===== config.mk =====
export PLATFORM = sky130hd
export DESIGN_NAME = gate_tester_ctrl
export DESIGN_NICKNAME = d
export VERILOG_FILES = /design/src/rtl/gate_tester_ctrl.sv
export SDC_FILE = /design/constraint.sdc
export NUM_CORES = 1
export LEC_CHECK = 0
export ABC_AREA = 1
export CAP_MARGIN = 20
export CORE_MARGIN = 4
export CORE_UTILIZATION = 50
export CTS_BUF_LIST = sky130_fd_sc_hd__clkbuf_4 sky130_fd_sc_hd__clkbuf_8 sky130_fd_sc_hd__clkbuf_16
export DETAILED_ROUTE_END_ITERATION = 12
export GPL_TIMING_DRIVEN = 0
export PLACE_DENSITY = 0.76
export SLEW_MARGIN = 30
export SYNTH_ARGS = -nofsm -noshare
export SYNTH_HDL_FRONTEND = slang
export SYNTH_SLANG_ARGS = --single-unit

===== constraint.sdc =====
create_clock -name clk -period 2.6 [get_ports clk]
set_clock_uncertainty 0.05 [all_clocks]
set_input_delay 0.52 -clock clk [delete_from_list [all_inputs] [get_ports clk]]
set_output_delay 0.52 -clock clk [all_outputs]
set_load 0.05 [all_outputs]

===== src/rtl/gate_tester_ctrl.sv =====
// gate_tester_ctrl: drives all four input vectors into a 2-input gate and checks
// its output against the truth table of the selected gate function.
module gate_tester_ctrl #(
    parameter int HOLD_W = 4
) (
    input  logic              clk,
    input  logic              rst,
    input  logic              start,
    input  logic [2:0]        op,
    input  logic [HOLD_W-1:0] hold,
    input  logic              gate_y,
    output logic              gate_a,
    output logic              gate_b,
    output logic              busy,
    output logic              done,
    output logic              pass,
    output logic [2:0]        err_cnt,
    output logic [3:0]        fail_vec
);
    typedef enum logic [1:0] {IDLE, APPLY, SAMPLE, DONE} state_t;
    state_t            r_state;
    logic [1:0]        r_vec;
    logic [2:0]        r_op;
    logic [HOLD_W-1:0] r_hold;
    logic [HOLD_W-1:0] r_cnt;
    logic [7:0]        w_tt;
    logic              w_mis;
    logic [2:0]        w_err_nxt;
    logic [3:0]        w_fail_nxt;
    // expected gate output for the current vector, indexed by op
    assign w_tt       = {~r_vec[1], r_vec[1], ~(^r_vec), ~(|r_vec), ~(&r_vec), ^r_vec, |r_vec, &r_vec};
    assign w_mis      = gate_y != w_tt[r_op];
    assign w_err_nxt  = err_cnt + 3'(w_mis);
    assign w_fail_nxt = fail_vec | (4'(w_mis) << r_vec);
    always_ff @(posedge clk or posedge rst) begin
        if (rst) begin
            r_state  <= IDLE;
            r_vec    <= '0;
            r_op     <= '0;
            r_hold   <= '0;
            r_cnt    <= '0;
            gate_a   <= 1'b0;
            gate_b   <= 1'b0;
            busy     <= 1'b0;
            done     <= 1'b0;
            pass     <= 1'b0;
            err_cnt  <= '0;
            fail_vec <= '0;
        end else begin
            done <= 1'b0;
            case (r_state)
                IDLE: if (start) begin
                    r_op     <= op;
                    r_hold   <= hold;
                    r_vec    <= '0;
                    r_cnt    <= '0;
                    err_cnt  <= '0;
                    fail_vec <= '0;
                    pass     <= 1'b0;
                    busy     <= 1'b1;
                    gate_a   <= 1'b0;
                    gate_b   <= 1'b0;
                    r_state  <= APPLY;
                end
                APPLY: begin
                    if (r_cnt == r_hold) r_state <= SAMPLE;
                    else r_cnt <= r_cnt + 1'b1;
                end
                SAMPLE: begin
                    err_cnt  <= w_err_nxt;
                    fail_vec <= w_fail_nxt;
                    r_cnt    <= '0;
                    if (r_vec == 2'd3) begin
                        r_state <= DONE;
                        busy    <= 1'b0;
                        done    <= 1'b1;
                        pass    <= w_err_nxt == 3'd0;
                        gate_a  <= 1'b0;
                        gate_b  <= 1'b0;
                    end else begin
                        r_vec            <= r_vec + 2'd1;
                        {gate_a, gate_b} <= r_vec + 2'd1;
                        r_state          <= APPLY;
                    end
                end
                default: r_state <= IDLE;
            endcase
        end
    end
endmodule


==> metrics.cfg <==
[placed_design]
dpl.hpwl_um = 2100
final_estimated_routing_congestion_in_global_placement = 0.810
dp_cells = 205
io_buffers = 22

[detailed_routing]
post-route-drc-count = 0
wl_per_cell_um = 13.0
initialDrtViolationCount = 48
totalWireLength_um = 2750
route.vias.total = 1114
firstDrtPassIters = 4
ant_nets = 0
detail_route.vias_per_cell = 5.25

[cts]
ctsHtreeMaxLevel = 1
clkSlewWorstSetupHoldPaths_ns = 0.14
numClockSinks = 27
cts.path.max_buffers = 2
clock_root_buffer = sky130_fd_sc_hd__clkbuf_4
tritoncts = done
clock_latency_ns = 0.33
cts_made_buffers = 3
cts-hold-fix-buffers = 0

[flow_run]
drv_cap = 0

[sta]
setup-violations-final = 0
fmax_ghz = 0.415
min_period_ns = 2.41
setup_total_negative_slack_ns = 0
grt_setup_unrepaired = no
timing.final.hold_violations = 0
fin_crit_share_pct = 92.6
slew_worst_pin_ns = 0.541
relSlewSlack_pct = 63.9
drv_slew = 0

[critical_path]
critical_path_peak_fanout = 5
crit_arrival_ns = 2.62
crit_path_end_kind = register
critPathLaunchType = register
critPathKind = register to register
setup.reg_to_reg.worst_slack_ns = 0.19
worstPathRequired_ns = 2.81
worst-r2r-cell-count = 15
regToRegStartpoint = r_vec[0]
crit_path_top_delay_cell = sky130_fd_sc_hd__dfrtp_2
critical_path.reg2reg.endpoint = pass
ordered_list_of_cells_on_the_worst_path = inv_2 > ha_1 > inv_1 > nand2_1 > nand3_1 > nand3_1 > nand2_1 > nand2_2 > nand2_1 > inv_1 > ha_1 > ha_1 > nor3_1 > nand3_1 > o21ai_0
critical-path-max-stage-delay_ns = 0.46

[synthesis]
synth_cell_types = 23
post_synth_instance_area_um2 = 1360
synth_async_sr_flop_share_pct = 100
synth_edf_count = 0
postSynthNetCount = 171
ys_seq_area_share_pct = 49.9
count_of_mapped_cells_out_of_synthesis = 153
syn_area_per_cell_um2 = 8.86
dominant_register_cell_in_the_synthesized_netlist = sky130_fd_sc_hd__dfrtp_1
synth-seq-cells = 27
yosys_warnings = 0

[finish]
finish.cell_count_without_fillers = 212
finish.net_count = 201
area_growth_syn_to_layout_pct = 23.4
drive_gt1_share_pct = 13.2
diodes = 0
layout.cells.most_common = sky130_fd_sc_hd__nand2_1
fillers = 209
mostFrequentLayoutCells = sky130_fd_sc_hd__nand2_1, sky130_fd_sc_hd__dfrtp_1, sky130_fd_sc_hd__clkdlybuf4s50_1, sky130_fd_sc_hd__nand3_1, sky130_fd_sc_hd__inv_1
utilization_pct = 66.3

[die]
initial_core_util_pct = 53.7
placeableCoreArea_um2 = 2520
floorplan.die.width_um = 60.1
ios = 23
fp_rows = 18
die_y_um = 60.1
design.die.area_um2 = 3610

[outcome]
run_status = complete, no violations

[global_routing]
largest_net_degree_at_the_start_of_global_routing = 28
grt_overflow = 0
grt_util_all_layers_pct = 16.8
first_pass_grt_wire_length_um = 4530
first_global_vias = 1036
antenna_violations_before_repair = 0

[power_and_ir_drop]
swShare_pct = 47.3
power-per-cell-area_nw_per_um2 = 1150
cellLeakagePower_nw = 0.823
seq_power_share_pct = 36.0
power_frac_clock_pct = 9.9
internal_portion_of_total_power_mw = 1.01
power.combinational.fraction_pct = 54.1
irDropWorstVdd_mv = 0.572
total_switching_power_mw = 0.909

[hold_path]
hold_depth = 2
hold_path_class = register to register
min-delay-start = gate_b
worstHoldEndpoint = gate_b

[per-stage QoR]
step | area [um2] | worst slack [ns] | power (mW) | hold slack (ns)
finish | 1670 | 0.192 | 1.92 | 0.457
global route | 1670 | 0.00994 | 2.08 | 0.482
CTS | 1640 | 0.0458 | 1.89 | 0.456
detailed placement | 1610 | 0.0667 | 1.70 | 0.422
global placement | 1610 | 0.175 | 1.64 | 0.420
floorplan | 1360 | 0.409 | 1.42 | 0.412
[cell type report]
cell class                 count  area, um2  share of cell area (%)
clock buffer                   4       30.0                    1.80
multi-input combinational    106        601                    35.9
sequential                    27        677                    40.5
timing repair buffer          25        243                    14.5
buffer                         2       16.3                   0.973
inverter                      18       67.6                    4.04
tap                           30       37.5                    2.25
[how the worst max path moves through the flow]
stage          startpoint    to  slack, ns  depth (start not counted)
6_report         r_vec[0]  pass       0.19                         15
5_1_grt          r_vec[0]  pass       0.01                         15
4_1_cts          r_vec[0]  pass       0.05                         14
3_5_place_dp     r_vec[0]  pass       0.07                         14
3_3_place_gp     r_vec[0]  pass       0.17                         14
2_1_floorplan    r_vec[0]  pass       0.41                         13
[Yosys cell counts (3+ instances only)]
library cell | count | share of area, %
sky130_fd_sc_hd__inv_1 | 15 | 4.2
sky130_fd_sc_hd__xnor2_1 | 5 | 3.2
sky130_fd_sc_hd__o21ai_0 | 10 | 3.7
sky130_fd_sc_hd__nor2_1 | 5 | 1.4
sky130_fd_sc_hd__nand2_1 | 42 | 12
sky130_fd_sc_hd__nor2_2 | 3 | 1.4
sky130_fd_sc_hd__nand4_1 | 5 | 2.3
sky130_fd_sc_hd__ha_1 | 7 | 6.5
sky130_fd_sc_hd__dfrtp_1 | 27 | 50
sky130_fd_sc_hd__nand3_1 | 15 | 5.5
[timing repair]
item / CTS / global route
setup buffers: 0 / 3
endpoints found under the setup margin: 0 / 2
resized for setup: 0 / 4
[routing by layer]
layer  wire length (um)  part of all wire (%)  track usage (%)  vias to the layer above
met2               1360                    50             29.3                       30
met3                150                   5.5             4.54                        5
met5                  0                     0                0                        -
met1               1220                    44             21.0                      526
li1                   -                     -                -                      553
met4                 18                  0.66             2.85                        0
[critical path, delay by kind of cell, from the launching register on]
kind / cells / cell delay, ns
buf+inv: 3 / 0.24
compound gates: 1 / 0.09
flops: 1 / 0.46
simple gates: 8 / 0.75
fa+ha+maj: 3 / 0.74
[power groups by stage]
stage,Sequential (mW),Clock (mW),Combinational [mW]
after global placement,0.693,0,0.944
after global routing,0.712,0.215,1.15
final,0.693,0.190,1.04
after floorplan,0.812,0,0.610
after detailed placement,0.703,0,0.993
after CTS,0.693,0.196,0.999
[cells by family (layout without fill, tap and decap cells)]
family	count (synthesis)	count (layout)	synth area share (%)
flip-flops	27	27	49.9
XOR/XNOR	7	7	4.52
AND/OR/NAND/NOR	76	76	26.4
AO/OA/AOI/OAI	16	16	6.56
adder cells (fa/ha/maj)	7	7	6.46
buffers and inverters	20	49	6.19
[state kept, by name (all words and copies together) (netlist names)]
signal	count
err_cnt	3
gate_b	1
r_state	2
r_vec	2
done	1
busy	1
gate_a	1
r_op	3
pass	1
r_cnt	4
fail_vec	4
r_hold	4
No activity file was read; power rests on OpenSTA's default activity.
